<file path="src/rtl/ehl_ahb_matrix_in_pkg.sv">
// Shared AHB encodings and FSM state codes for the matrix input stage.
// Also holds the registered address-phase record that the stage replays to the slaves.
package ehl_ahb_matrix_in_pkg;

    localparam logic [1:0] HTRANS_IDLE   = 2'b00;
    localparam logic [1:0] HTRANS_BUSY   = 2'b01;
    localparam logic [1:0] HTRANS_NONSEQ = 2'b10;
    localparam logic [1:0] HTRANS_SEQ    = 2'b11;

    localparam logic [1:0] HRESP_OKAY  = 2'b00;
    localparam logic [1:0] HRESP_ERROR = 2'b01;

    localparam logic [2:0] ST_IDLE = 3'd0;
    localparam logic [2:0] ST_ADDR = 3'd1;
    localparam logic [2:0] ST_DATA = 3'd2;
    localparam logic [2:0] ST_ERR1 = 3'd3;
    localparam logic [2:0] ST_ERR2 = 3'd4;

    typedef struct packed {
        logic [31:0] haddr;
        logic [1:0]  htrans;
        logic        hwrite;
        logic [2:0]  hsize;
        logic [2:0]  hburst;
        logic [3:0]  hprot;
    } areg_t;

    function automatic logic trans_valid(input logic [1:0] htrans);
        return (htrans == HTRANS_NONSEQ) || (htrans == HTRANS_SEQ);
    endfunction

endpackage

</file>
<file path="src/rtl/ehl_ahb_decoder.sv">
// Combinational address map lookup: one-hot hit vector plus the winning slave index.
// A miss on every slave returns SNUM, which selects the internal default slave.
module ehl_ahb_decoder #(
    parameter int                 SNUM      = 4,
    parameter logic [SNUM*32-1:0] ADDR_BASE = {SNUM{32'h0}},
    parameter logic [SNUM*32-1:0] ADDR_MASK = {SNUM{32'h0}},
    parameter int                 SELW      = $clog2(SNUM + 1)
) (
    input  logic [31:0]     haddr_i,
    output logic [SNUM-1:0] hit_o,
    output logic [SELW-1:0] sel_o
);

    generate
        for (genvar gi = 0; gi < SNUM; gi++) begin : g_hit
            assign hit_o[gi] = (haddr_i & ADDR_MASK[gi*32 +: 32]) == ADDR_BASE[gi*32 +: 32];
        end
    endgenerate

    // Walk from the top so the lowest hitting index is the last one written.
    always_comb begin
        sel_o = SELW'(SNUM);
        for (int s = SNUM - 1; s >= 0; s--) begin
            if (hit_o[s]) begin
                sel_o = SELW'(s);
            end
        end
    end

endmodule

</file>
<file path="src/rtl/ehl_ahb_matrix_in.sv">
// AHB matrix input stage for one master port: registers the address phase, decodes it,
// issues it to one slave port and routes that slave's response back; misses get a two-cycle ERROR.
module ehl_ahb_matrix_in
    import ehl_ahb_matrix_in_pkg::*;
#(
    parameter int                 SNUM      = 4,
    parameter logic [SNUM*32-1:0] ADDR_BASE = {SNUM{32'h0}},
    parameter logic [SNUM*32-1:0] ADDR_MASK = {SNUM{32'h0}}
) (
    input  logic               hclk,
    input  logic               hresetn,
    input  logic [31:0]        m_haddr,
    input  logic [1:0]         m_htrans,
    input  logic               m_hwrite,
    input  logic [2:0]         m_hsize,
    input  logic [2:0]         m_hburst,
    input  logic [3:0]         m_hprot,
    input  logic [31:0]        m_hwdata,
    output logic [31:0]        m_hrdata,
    output logic               m_hready,
    output logic [1:0]         m_hresp,
    output logic [31:0]        s_haddr,
    output logic [SNUM*2-1:0]  s_htrans,
    output logic               s_hwrite,
    output logic [2:0]         s_hsize,
    output logic [2:0]         s_hburst,
    output logic [3:0]         s_hprot,
    output logic [31:0]        s_hwdata,
    input  logic [SNUM-1:0]    s_hready,
    input  logic [SNUM*2-1:0]  s_hresp,
    input  logic [SNUM*32-1:0] s_hrdata
);

    localparam int SELW = $clog2(SNUM + 1);

    logic [2:0]      state_q, state_d;
    areg_t           areg_q, areg_d;
    logic [SELW-1:0] sel_q, sel_d;

    logic [SNUM-1:0] dec_hit;
    logic [SELW-1:0] dec_sel;
    logic            capture;
    logic            sel_hready;

    // Slave response vectors extended with a benign entry at index SNUM (the default slave).
    logic [SNUM:0]   hready_x;
    logic [1:0]      hresp_x  [SNUM+1];
    logic [31:0]     hrdata_x [SNUM+1];

    ehl_ahb_decoder #(
        .SNUM      (SNUM),
        .ADDR_BASE (ADDR_BASE),
        .ADDR_MASK (ADDR_MASK),
        .SELW      (SELW)
    ) u_decoder (
        .haddr_i (m_haddr),
        .hit_o   (dec_hit),
        .sel_o   (dec_sel)
    );

    generate
        for (genvar gi = 0; gi < SNUM; gi++) begin : g_slave
            assign hready_x[gi] = s_hready[gi];
            assign hresp_x[gi]  = s_hresp[gi*2 +: 2];
            assign hrdata_x[gi] = s_hrdata[gi*32 +: 32];
            assign s_htrans[gi*2 +: 2] = (state_q == ST_ADDR && sel_q == SELW'(gi)) ?
                                         areg_q.htrans : HTRANS_IDLE;
        end
    endgenerate

    assign hready_x[SNUM] = 1'b1;
    assign hresp_x[SNUM]  = HRESP_OKAY;
    assign hrdata_x[SNUM] = 32'h0;

    assign sel_hready = hready_x[sel_q];

    assign s_haddr  = areg_q.haddr;
    assign s_hwrite = areg_q.hwrite;
    assign s_hsize  = areg_q.hsize;
    assign s_hburst = areg_q.hburst;
    assign s_hprot  = areg_q.hprot;
    assign s_hwdata = m_hwdata;

    always_comb begin
        m_hready = 1'b1;
        m_hresp  = HRESP_OKAY;
        m_hrdata = 32'h0;
        case (state_q)
            ST_ADDR: m_hready = 1'b0;
            ST_DATA: begin
                m_hready = sel_hready;
                m_hresp  = hresp_x[sel_q];
                m_hrdata = hrdata_x[sel_q];
            end
            ST_ERR1: begin
                m_hready = 1'b0;
                m_hresp  = HRESP_ERROR;
            end
            ST_ERR2: m_hresp = HRESP_ERROR;
            default: ;
        endcase
    end

    // A new address phase is taken whenever the master sees hready high, whatever the state.
    assign capture = m_hready && trans_valid(m_htrans);

    always_comb begin
        state_d = state_q;
        areg_d  = areg_q;
        sel_d   = sel_q;
        case (state_q)
            ST_IDLE: state_d = ST_IDLE;
            ST_ADDR: if (sel_hready) state_d = ST_DATA;
            ST_DATA: if (sel_hready) state_d = ST_IDLE;
            ST_ERR1: state_d = ST_ERR2;
            ST_ERR2: state_d = ST_IDLE;
            default: state_d = ST_IDLE;
        endcase
        if (capture) begin
            areg_d.haddr  = m_haddr;
            areg_d.htrans = m_htrans;
            areg_d.hwrite = m_hwrite;
            areg_d.hsize  = m_hsize;
            areg_d.hburst = m_hburst;
            areg_d.hprot  = m_hprot;
            sel_d         = dec_sel;
            state_d       = (|dec_hit) ? ST_ADDR : ST_ERR1;
        end
    end

    always_ff @(posedge hclk or negedge hresetn) begin
        if (!hresetn) begin
            state_q <= ST_IDLE;
            areg_q  <= '0;
            sel_q   <= '0;
        end else begin
            state_q <= state_d;
            areg_q  <= areg_d;
            sel_q   <= sel_d;
        end
    end

endmodule

</file>
<file path="config.mk">
export PLATFORM = sky130hd
export DESIGN_NAME = ehl_ahb_matrix_in
export DESIGN_NICKNAME = d
export VERILOG_FILES = /design/src/rtl/ehl_ahb_matrix_in_pkg.sv /design/src/rtl/ehl_ahb_decoder.sv /design/src/rtl/ehl_ahb_matrix_in.sv
export SDC_FILE = /design/constraint.sdc
export NUM_CORES = 1
export LEC_CHECK = 0
export CELL_PAD_IN_SITES_DETAIL_PLACEMENT = 1
export CELL_PAD_IN_SITES_GLOBAL_PLACEMENT = 2
export CORE_AREA = 2 2 132 134
export CTS_BUF_LIST = sky130_fd_sc_hd__clkbuf_8
export CTS_CLUSTER_SIZE = 40
export DETAILED_ROUTE_END_ITERATION = 8
export DIE_AREA = 0 0 134 136
export DONT_BUFFER_PORTS = 1
export GPL_TIMING_DRIVEN = 0
export PLACE_DENSITY_LB_ADDON = 0.12
export SETUP_SLACK_MARGIN = 0.15
export SYNTH_ARGS = -nofsm -noshare
export SYNTH_HDL_FRONTEND = slang
export SYNTH_HIERARCHICAL = 1
export SYNTH_SLANG_ARGS = --single-unit
</file>
<file path="constraint.sdc">
create_clock -name hclk -period 3.7 [get_ports hclk]
set_input_delay 0.37 -clock hclk [delete_from_list [all_inputs] [get_ports hclk]]
set_output_delay 0.37 -clock hclk [all_outputs]
set_load 0.05 [all_outputs]
</file>
---- After elaboration in Yosys (flattened, before gate mapping) ----
Cells that the tools add are included.
word-level totals
  input bits .............................. 219
  bits in registers ....................... 48
  word-level logic and storage cells ...... 28
  output and inout port bits .............. 118
operators by class
  reduce and logical (&&, ||, !) cells .... 5
  equal/unequal tests ..................... 8
  multiplexer cells ....................... 8
operators with widths
  kind                                                                    number
  32-bit two-way mux                                                      1
  3-bit two-way mux                                                       3
  3-bit one-hot mux with 3 select lines                                   1
  3-bit by 2-bit equality test with 1-bit output (second input constant)  2
  3-bit inequality test (second input constant)                           2
  2-bit equality test (second input constant)                             2
  2-bit one-hot mux with 2 select lines                                   1
  2-bit OR reduction                                                      2
  3-bit by 1-bit equality test with 1-bit output (second input constant)  1
  3-bit equality test (second input constant)                             1
  2-bit two-way mux                                                       1
  1-bit one-hot mux with 2 select lines                                   1
  2-bit AND reduction                                                     1
  1-bit logical AND                                                       1
  1-bit logical OR                                                        1

---- Logic depth before layout (Yosys ltp) ----
  depth after elaboration ................. 6
  mapped depth ............................ 7
  depth with buffers taken out ............ 4

---- Cells and area by module ----
The synthesis kept the hierarchy.
modules (own cells, without submodules)
  module             instances  area each (µm²)  seq. area each (µm²)  cells an instance
  ehl_ahb_matrix_in  1          3821.2           1276.2                304
  ehl_ahb_decoder    1          60.1             0.0                   9

---- Worst setup path after synthesis ----
OpenSTA, ideal clock, no wires.
  path type ............................... reg-to-output
  start ................................... register, netlist name sel_q[0]
  end ..................................... output m_hresp[0]
  stages on the path, launching flop included .. 6
  path slack .............................. 1130 ps
  data required time ...................... 3330 ps
  data arrival time ....................... 2200 ps
  path buffers ............................ 2
  cells stage by stage .................... dfrtp_1 -> clkbuf_1 -> buf_2 -> mux4_2 -> a21oi_1 -> o21ai_0
RTL lines
  item       line                     source
  to (decl)  ehl_ahb_matrix_in.sv:21  output logic [1:0] m_hresp,

==> flow_summary.yaml <==
outcome:
  status: "finished clean"
routing:
  wl_um: 11700
  drt_pass1_iterations: 4
  vias: 2395
  viasPerCell: 4.32
  ant_nets: 0
  drc_errors: 0
  drtIter0Drc: 36
  wl_per_cell_um: 21.1
synthesis:
  synth_fa_ha_area_share_pct: 0
  yosysUniqueCellTypes: 33
  ys_seq_elements: 51
  synthSimpleGateAreaFrac_pct: 10.2
  syn_inst: 313
  synth_compound_area_share_pct: 1.87
  synthTopCellsByArea: "dfrtp_1 (33%), mux4_2 (20%), buf_4 (16%), mux2_4 (12%), nor2b_1 (5.5%)"
  synthArstFlopShare_pct: 100
  synth_top_area_cell: "dfrtp_1"
  synth_top_area_share_pct: 32.9
  synth-xor-area-share_pct: 0
  seq_area_frac_synth_pct: 32.9
  synth_top_family_by_area: "multiplexers"
  synth_edf_count: 0
  ys_warn_count: 6
  syn_area_mm2: 0.00388
  yosysMostFrequentCell: "buf_4"
  synth.area.mux_share_pct: 36.3
  synthTopCellsByCount: "buf_4 (81), dfrtp_1 (51), mux4_2 (34), nor2b_1 (34), mux2_4 (30)"
  synth_ff_type: "dfrtp_1"
  synth_area_per_cell_um2: 12.4
sta:
  relSlewSlack_pct: 21.7
  rsz0062_at_grt: "no"
  hold_ws_ns: 0.188
  tightest_slew_ns: 1.17
  min_period_ns: 3.10
  finalHoldViolCount: 0
  tns_ns: 0
  setup_viol: 0
  finalCritPeriodShare_pct: 83.8
  max_clock_freq_ghz: 0.323
  maxSlewViolCount: 0
  finalClockSkew_ns: 0.0113
place:
  place_area_mm2: 0.00419
  gp_congestion: 0.748
  io_buffers: 0
  dpl.hpwl_um: 9730
clock_network:
  clk_pin_slew_worst_paths_ns: 0.11
  h-tree-depth: 2
  clock_sinks: 51
  cts-root-buf: "clkbuf_8"
  cts_tree: "done"
  insertion_delay_ns: 0.32
  numCtsBuffers: 5
  clockBufferDepth: 2
  post_cts_resized: 0
global_routing:
  grt_max_degree: 52
  grtUsageMet3_pct: 4.62
  grt_remaining_overflow: 0
  grt_pass1_vias: 2592
  grtUsageMet2_pct: 22.1
  antenna_found_initial: 3
  grt_pass1_wl_um: 16200
  top_usage_layer: "met2"
  track_usage_pct: 11.8
  gr-usage-met1_pct: 12.3
critical_path:
  arrival_ns: 2.73
  crit_path_cell_trace: "or4b_2, clkbuf_1, nor2b_1"
  cp_max_fo: 10
  critPathKind: "reg2out"
  critPathCaptureType: "output pin"
  cp_slowest_cell: "nor2b_1"
  cp.required_ns: 3.33
  critPathLaunchType: "flop"
  slowest_delay_ns: 0.85
  reg2reg_depth: 7
floorplan:
  die_h_um: 136
  initial_utilization_pct: 23.0
  rows: 48
  ios: 337
  dieArea_mm2: 0.0182
  die_w_um: 134
  core_area_mm2: 0.0169
layout:
  multiInputGateArea_mm2: 0.00191
  final-seq-area_mm2: 0.00128
  fin_util_pct: 25.8
  syn_to_final_growth_pct: 12.0
  n_fill_cell: 1895
  layout.nets: 546
  final_area_mm2: 0.00435
  drive_gt1_share_pct: 56.4
power:
  p_per_area_mw_per_mm2: 1040
  p_leak_nw: 1.79
  ir_drop_mv: 0.474
worst_hold_path:
  hold_class: "in2reg"
  holdPathStages: 1
flow_run:
  drv_cap: 0
-- where the power goes --
part / leakage, nW / switching, mW / internal [mW]
Combinational: 1.13 / 1.84 / 1.25
Sequential: 0.598 / 0.192 / 0.836
Clock: 0.0581 / 0.204 / 0.202
-- metrics by stage --
stage	instances	power (mW)	setup WS (ns)
floorplan	318	3.81	1.13
global placement	543	4.13	0.641
detailed placement	543	4.16	0.861
CTS	553	4.60	0.495
global route	554	4.79	0.442
finish	555	4.53	0.599
-- state kept, by name, indices dropped and copies added, names as in the netlist --
signal,count
s_hwrite,1
s_hburst,3
s_haddr,32
s_hsize,3
state_q,3
s_hprot,4
areg_q,2
sel_q,3
-- critical path: cells and delay by family (launching register included) --
kind | cells | cell delay (ns)
AND/OR/NAND/NOR | 2 | 1.67
buffers and inverters | 1 | 0.31
flip-flops | 1 | 0.44
-- cells by family after synthesis --
group / Yosys count
flops: 51
simple gates: 68
compound gates: 11
other cells: 2
buf+inv: 100
mux: 81
-- per-layer routing --
layer	routed length (µm)	vias to the layer above	part of all wire, %
met5	0	-	0
met4	87	0	0.74
met3	1380	7	12
met2	6460	165	55
met1	3790	1180	32
li1	-	1043	-
-- cell usage in the layout, fill, tap and decap left out, types with 4 or more instances in the layout --
cell / Yosys / layout
nand2_1: 7 / 7
nor2b_1: 34 / 34
mux2_2: 17 / 17
dfrtp_1: 51 / 51
mux2_4: 30 / 30
mux4_2: 34 / 34
buf_4: 81 / 81
buf_2: 4 / 4
nor2_1: 9 / 9
clkbuf_8: 0 / 5
buf_6: 5 / 5
clkbuf_1: 8 / 8
conb_1: 2 / 7
nand2b_1: 4 / 4
-- worst paths after layout --
| kind | from | end | slack [ns] |
|---|---|---|---|
| min | m_haddr[14] | s_haddr[14]$_DFFE_PN0P_ | 0.19 |
| max reg2reg | sel_q[1]$_DFFE_PN0P_ | s_haddr[30]$_DFFE_PN0P_ | 1.60 |
| min in group asynchronous | hresetn | s_hsize[1]$_DFFE_PN0P_ | 0.57 |
| min reg2reg | areg_q[12]$_DFFE_PN0P_ | areg_q[12]$_DFFE_PN0P_ | 0.47 |
| max | sel_q[2]$_DFFE_PN0P_ | m_hrdata[29] | 0.60 |
| max in group asynchronous | hresetn | sel_q[2]$_DFFE_PN0P_ | 2.90 |
-- area by class of cell --
class / count / share of cell area (%)
multi-input cells: 167 / 44.0
clock buffers: 5 / 1.58
well taps: 225 / 6.48
clock inverters: 3 / 1.01
flip-flops and latches: 51 / 29.4
plain buffers: 99 / 16.5
repair buffers: 2 / 0.864
diodes: 2 / 0.115
inverters: 1 / 0.0864
-- repair_timing --
action                                 CTS  global route
hold buffers                             2             0
setup buffers                            0             0
endpoints found under the hold margin   51             0
No activity file was read; power rests on OpenSTA's default activity.
